==> src/rtl/cv32e40x_pkg.sv <==
// Shared CV32E40X coprocessor-interface types; only the result channel is needed here.
package cv32e40x_pkg;

  localparam int unsigned X_ID_WIDTH  = 4;
  localparam int unsigned X_RFW_WIDTH = 32;

  typedef struct packed {
    logic [X_ID_WIDTH-1:0]  id;
    logic [X_RFW_WIDTH-1:0] data;
    logic [4:0]             rd;
    logic                   we;
    logic                   float;
    logic                   exc;
    logic [5:0]             exccode;
  } x_result_t;

endpackage

==> src/rtl/xif_result_arbiter_pkg.sv <==
// Local types and index helpers for the XIF result arbiter.
package xif_result_arbiter_pkg;

  typedef enum logic {
    ST_EMPTY,
    ST_FULL
  } out_state_e;

  // Modular add for operands already below n (off <= n); avoids a divider.
  function automatic int unsigned rr_wrap(input int unsigned base, input int unsigned off,
                                          input int unsigned n);
    return (base + off >= n) ? base + off - n : base + off;
  endfunction

  function automatic int unsigned rr_next(input int unsigned idx, input int unsigned n);
    return rr_wrap(idx, 1, n);
  endfunction

endpackage

==> src/rtl/xif_rr_arbiter.sv <==
// Round-robin priority picker: first set request at or above ptr, wrapping to 0.
module xif_rr_arbiter
  import xif_result_arbiter_pkg::*;
#(
  parameter int unsigned N = 2
) (
  input  logic [N-1:0]         req,
  input  logic [$clog2(N)-1:0] ptr,
  output logic [N-1:0]         gnt,
  output logic [$clog2(N)-1:0] idx,
  output logic                 any
);

  localparam int unsigned IW = $clog2(N);

  always_comb begin
    gnt = '0;
    idx = '0;
    any = 1'b0;
    for (int unsigned i = 0; i < N; i++) begin
      if (!any && req[rr_wrap(32'(ptr), i, N)]) begin
        gnt[rr_wrap(32'(ptr), i, N)] = 1'b1;
        idx = IW'(rr_wrap(32'(ptr), i, N));
        any = 1'b1;
      end
    end
  end

endmodule

==> src/rtl/xif_result_arbiter.sv <==
// Merges NUM_REQ coprocessor result streams into one registered result channel
// with round-robin fairness and full-throughput drain/load.
module xif_result_arbiter
  import cv32e40x_pkg::*;
  import xif_result_arbiter_pkg::*;
#(
  parameter int unsigned NUM_REQ     = 2,
  parameter int unsigned X_ID_WIDTH  = 4,
  parameter int unsigned X_RFW_WIDTH = 32
) (
  input  logic                       clk_i,
  input  logic                       rst_i,
  input  logic [NUM_REQ-1:0]         req_valid_i,
  output logic [NUM_REQ-1:0]         req_ready_o,
  input  x_result_t [NUM_REQ-1:0]    req_result_i,
  output logic                       result_valid_o,
  input  logic                       result_ready_i,
  output x_result_t                  result_o,
  output logic [$clog2(NUM_REQ)-1:0] grant_idx_o
);

  localparam int unsigned IDX_W = $clog2(NUM_REQ);

  if (NUM_REQ < 2 || NUM_REQ > 8) begin : g_num_req_check
    $error("xif_result_arbiter: NUM_REQ must be in 2..8");
  end
  if (X_ID_WIDTH != cv32e40x_pkg::X_ID_WIDTH || X_RFW_WIDTH != cv32e40x_pkg::X_RFW_WIDTH)
  begin : g_width_check
    $error("xif_result_arbiter: widths must match cv32e40x_pkg");
  end

  out_state_e         state_q, state_d;
  logic [IDX_W-1:0]   rr_ptr_q;
  logic [NUM_REQ-1:0] win_gnt;
  logic [IDX_W-1:0]   win_idx;
  logic               win_any;
  logic               load;

  xif_rr_arbiter #(.N(NUM_REQ)) u_rr (
    .req (req_valid_i),
    .ptr (rr_ptr_q),
    .gnt (win_gnt),
    .idx (win_idx),
    .any (win_any)
  );

  // Reset gates load so no source sees a handshake during a reset cycle.
  always_comb begin
    load = !rst_i && win_any && ((state_q == ST_EMPTY) || result_ready_i);
  end

  always_ff @(posedge clk_i) begin
    if (rst_i) begin
      state_q <= ST_EMPTY;
    end else begin
      state_q <= state_d;
    end
  end

  always_comb begin
    state_d = state_q;
    if (load) begin
      state_d = ST_FULL;
    end else if (state_q == ST_FULL && result_ready_i) begin
      state_d = ST_EMPTY;
    end
  end

  always_comb begin
    result_valid_o = (state_q == ST_FULL);
    req_ready_o    = load ? win_gnt : '0;
  end

  always_ff @(posedge clk_i) begin
    if (rst_i) begin
      result_o    <= '0;
      grant_idx_o <= '0;
      rr_ptr_q    <= '0;
    end else if (load) begin
      result_o    <= req_result_i[win_idx];
      grant_idx_o <= win_idx;
      rr_ptr_q    <= IDX_W'(rr_next(32'(win_idx), NUM_REQ));
    end
  end

endmodule
==> config.mk <==
export PLATFORM = sky130hd
export DESIGN_NAME = xif_result_arbiter
export DESIGN_NICKNAME = d
export VERILOG_FILES = /design/src/rtl/cv32e40x_pkg.sv /design/src/rtl/xif_result_arbiter_pkg.sv /design/src/rtl/xif_rr_arbiter.sv /design/src/rtl/xif_result_arbiter.sv
export SDC_FILE = /design/constraint.sdc
export NUM_CORES = 1
export LEC_CHECK = 0
export CAP_MARGIN = 15
export CORE_AREA = 2 2 85 104
export DETAILED_ROUTE_END_ITERATION = 12
export DIE_AREA = 0 0 87 106
export PLACE_DENSITY = 0.76
export SYNTH_ARGS = -nofsm -noshare
export SYNTH_HDL_FRONTEND = slang
export SYNTH_SLANG_ARGS = --single-unit
==> constraint.sdc <==
create_clock -name clk_i -period 1.2 [get_ports clk_i]
set_input_delay 0.24 -clock clk_i [delete_from_list [all_inputs] [get_ports clk_i]]
set_output_delay 0.24 -clock clk_i [all_outputs]
set_load 0.02 [all_outputs]
==> flow_metrics.env <==
export IMPL_outcome="finished, violations left"
export IMPL_violations="negative setup slack"
export IMPL_root_buffer="clkbuf_8"
export IMPL_dr_total_vias=2775
export IMPL_finalCriticalPeriod_ns=1.36
export IMPL_drt_wirelength_per_cell_um=15.9
export IMPL_cts_buffers=5
export IMPL_timing_hold_ws_ns=0.332
export IMPL_grt_pass1_wl_mm=14.1
export IMPL_drt_wl_total_mm=8.79
export IMPL_synth_warning_count=0
export IMPL_hold_viol=0
export IMPL_htreeDepth=2
export IMPL_worstMarginPinSlew_ns=0.489
export IMPL_area_growth_pct=67.2
export IMPL_setup_ws_ns=-0.158
export IMPL_path_class="register to output port"
export IMPL_yosys_top_cells_area="dfxtp_1, o221ai_2, inv_1, nand4_1, buf_6"
export IMPL_firstDrtPassIters=4
export IMPL_worstPathRequired_ns=0.96
export IMPL_ys_seq_area_frac=0.376
export IMPL_crit_path_start_kind="register"
export IMPL_core_area_um2=8290
export IMPL_grt_util_all_layers=0.190
export IMPL_p_leak_nw=1.96
export IMPL_num_rows=37
export IMPL_dpl_hpwl_mm=5.64
export IMPL_layout_nets=562
export IMPL_rr_worst_depth=6
export IMPL_grt_pass1_vias=2967
export IMPL_hold_class="input pin to register"
export IMPL_slew_headroom=0.674
export IMPL_yosysTopAreaCell="dfxtp_1"
export IMPL_ant_nets=0
export IMPL_io_buffers=158
export IMPL_pin_count=159
export IMPL_syn_inst=296
export IMPL_yosys_area_top_type_share=0.376
export IMPL_critPathCaptureType="output port"
export IMPL_drive_above_1_share=0.315
export IMPL_arrival_ns=1.12
export IMPL_gr_total_overflow=0
export IMPL_syn_area_um2=2820
export IMPL_via_per_inst=5.01
export IMPL_synthDistinctLibCells=18
export IMPL_final_cell_mix="inv_1, clkdlybuf4s50_1, dfxtp_1, nand4_1, o221ai_2"
export IMPL_die_height_um=106
export IMPL_final_common_cell="inv_1"
export IMPL_grt_max_degree=52
export IMPL_finalMaxSlewViolations=0
export IMPL_clock_latency_ns=0.30
export IMPL_placed_cells=537
export IMPL_gp_congestion=0.808
export IMPL_rsz0062_at_grt="true"
export IMPL_whs_path_depth=4
export IMPL_drc=0
export IMPL_final_cells=554
export IMPL_clk_pin_slew_worst_paths_ns=0.09
export IMPL_p_total_mw=4.55
export IMPL_start_util=0.340
export IMPL_utilization=0.569
export IMPL_ir_worst_vdd_v=0.000475
export IMPL_setup_viol_count_final=53
export IMPL_antenna_found_initial=0
export IMPL_clkSinkCount=53
export IMPL_avgSynthCellArea_um2=9.53
export IMPL_ys_seq_elements=53
export IMPL_tritoncts="yes"
export IMPL_clock_skew_ns=0.00887
export IMPL_fmax_mhz=736
export IMPL_floorplan_die_area_um2=9220
export IMPL_fin_crit_sh=1.13
export IMPL_drt_iter0_drc=91
export IMPL_n_antenna_cell=0
export IMPL_clock_path_buffers=2
export IMPL_cap_violations=0
export IMPL_die_width_um=87
export IMPL_syn_num_nets=401
export IMPL_powerDensity_nw_per_um2=965
export IMPL_crit_fanout=4
export IMPL_dp_slack_ns=-0.803
power by group:
part | internal, mW | switching [mW] | total [mW] | leakage, nW
Sequential | 1.92 | 0.0818 | 2.00 | 0.439
Combinational | 0.784 | 0.739 | 1.52 | 1.48
Clock | 0.460 | 0.571 | 1.03 | 0.0443
Total | 3.16 | 1.39 | 4.55 | 1.96
what timing repair did:
item,in CTS,in global routing
setup endpoints to repair,105,81
resized for setup,172,33
pin swaps,47,6
gates cloned,6,0
hold buffers,0,0
setup buffers,5,0
metrics by stage:
stage	area, um2	TNS (ns)
finish	4720	-5.27
global route	4720	-7.27
CTS	4860	-3.53
detailed placement	4470	-33.31
global placement	4470	-31.11
floorplan	2820	0
synthesized netlist by cell type:
| library cell | count |
|---|---|
| nand4_1 | 50 |
| a21oi_2 | 1 |
| and3_1 | 1 |
| a311oi_1 | 1 |
| o221ai_2 | 50 |
| nor2_2 | 1 |
| dfxtp_1 | 53 |
| nor2b_1 | 1 |
| o21bai_4 | 1 |
| buf_6 | 10 |
| nand2b_2 | 2 |
| nand4b_4 | 1 |
| inv_1 | 102 |
| a21oi_1 | 3 |
| clkbuf_1 | 5 |
| nand3_1 | 1 |
| buf_2 | 12 |
| o21ai_0 | 1 |
worst paths after layout:
check | slack [ns] | from | end
setup / recovery | -0.16 | rr_ptr_q$_SDFFE_PP0P_ | req_ready_o[0]
hold / removal | 0.33 | req_valid_i[0] | grant_idx_o$_SDFFE_PP0P_
setup reg to reg | -0.12 | result_valid_o$_SDFFE_PP0P_ | result_o[28]$_SDFFE_PP0P_
hold reg to reg | 0.49 | rr_ptr_q$_SDFFE_PP0P_ | rr_ptr_q$_SDFFE_PP0P_
worst max-delay path, cell delays in order, from the launching register on:
cell	delay, ns
dfxtp_4	0.37
a21oi_4	0.13
and3_4	0.20
buf_6	0.12
routing by layer:
| metal | GRT usage | up-vias | wire length [um] |
|---|---|---|---|
| li1 | - | 1353 | - |
| met1 | 0.212 | 1300 | 3370 |
| met2 | 0.342 | 108 | 4550 |
| met3 | 0.0598 | 14 | 731 |
| met4 | 0.0513 | 0 | 134 |
| met5 | 0 | - | 0 |
cell type report:
| type | count | area, um2 |
|---|---|---|
| fill | 735 | 3570 |
| timing repair buffer | 181 | 1830 |
| multi-input combinational | 114 | 1230 |
| sequential | 53 | 1070 |
| inverter | 102 | 383 |
| tap | 97 | 121 |
| clock buffer | 7 | 86.3 |
sequential cells by signal, indices dropped and copies added, names as in the netlist:
signal / cells
rr_ptr_q: 1
grant_idx_o: 1
result_valid_o: 1
result_o: 50
cell families (layout without fill, tap and decap cells):
family | Yosys count | after routing | synth area share
DFF | 53 | 53 | 0.376
buffers and inverters | 129 | 290 | 0.204
AOI/OAI and AO/OA | 57 | 57 | 0.286
and+or+nand+nor | 57 | 57 | 0.134
(Power assumes the default switching activity.)
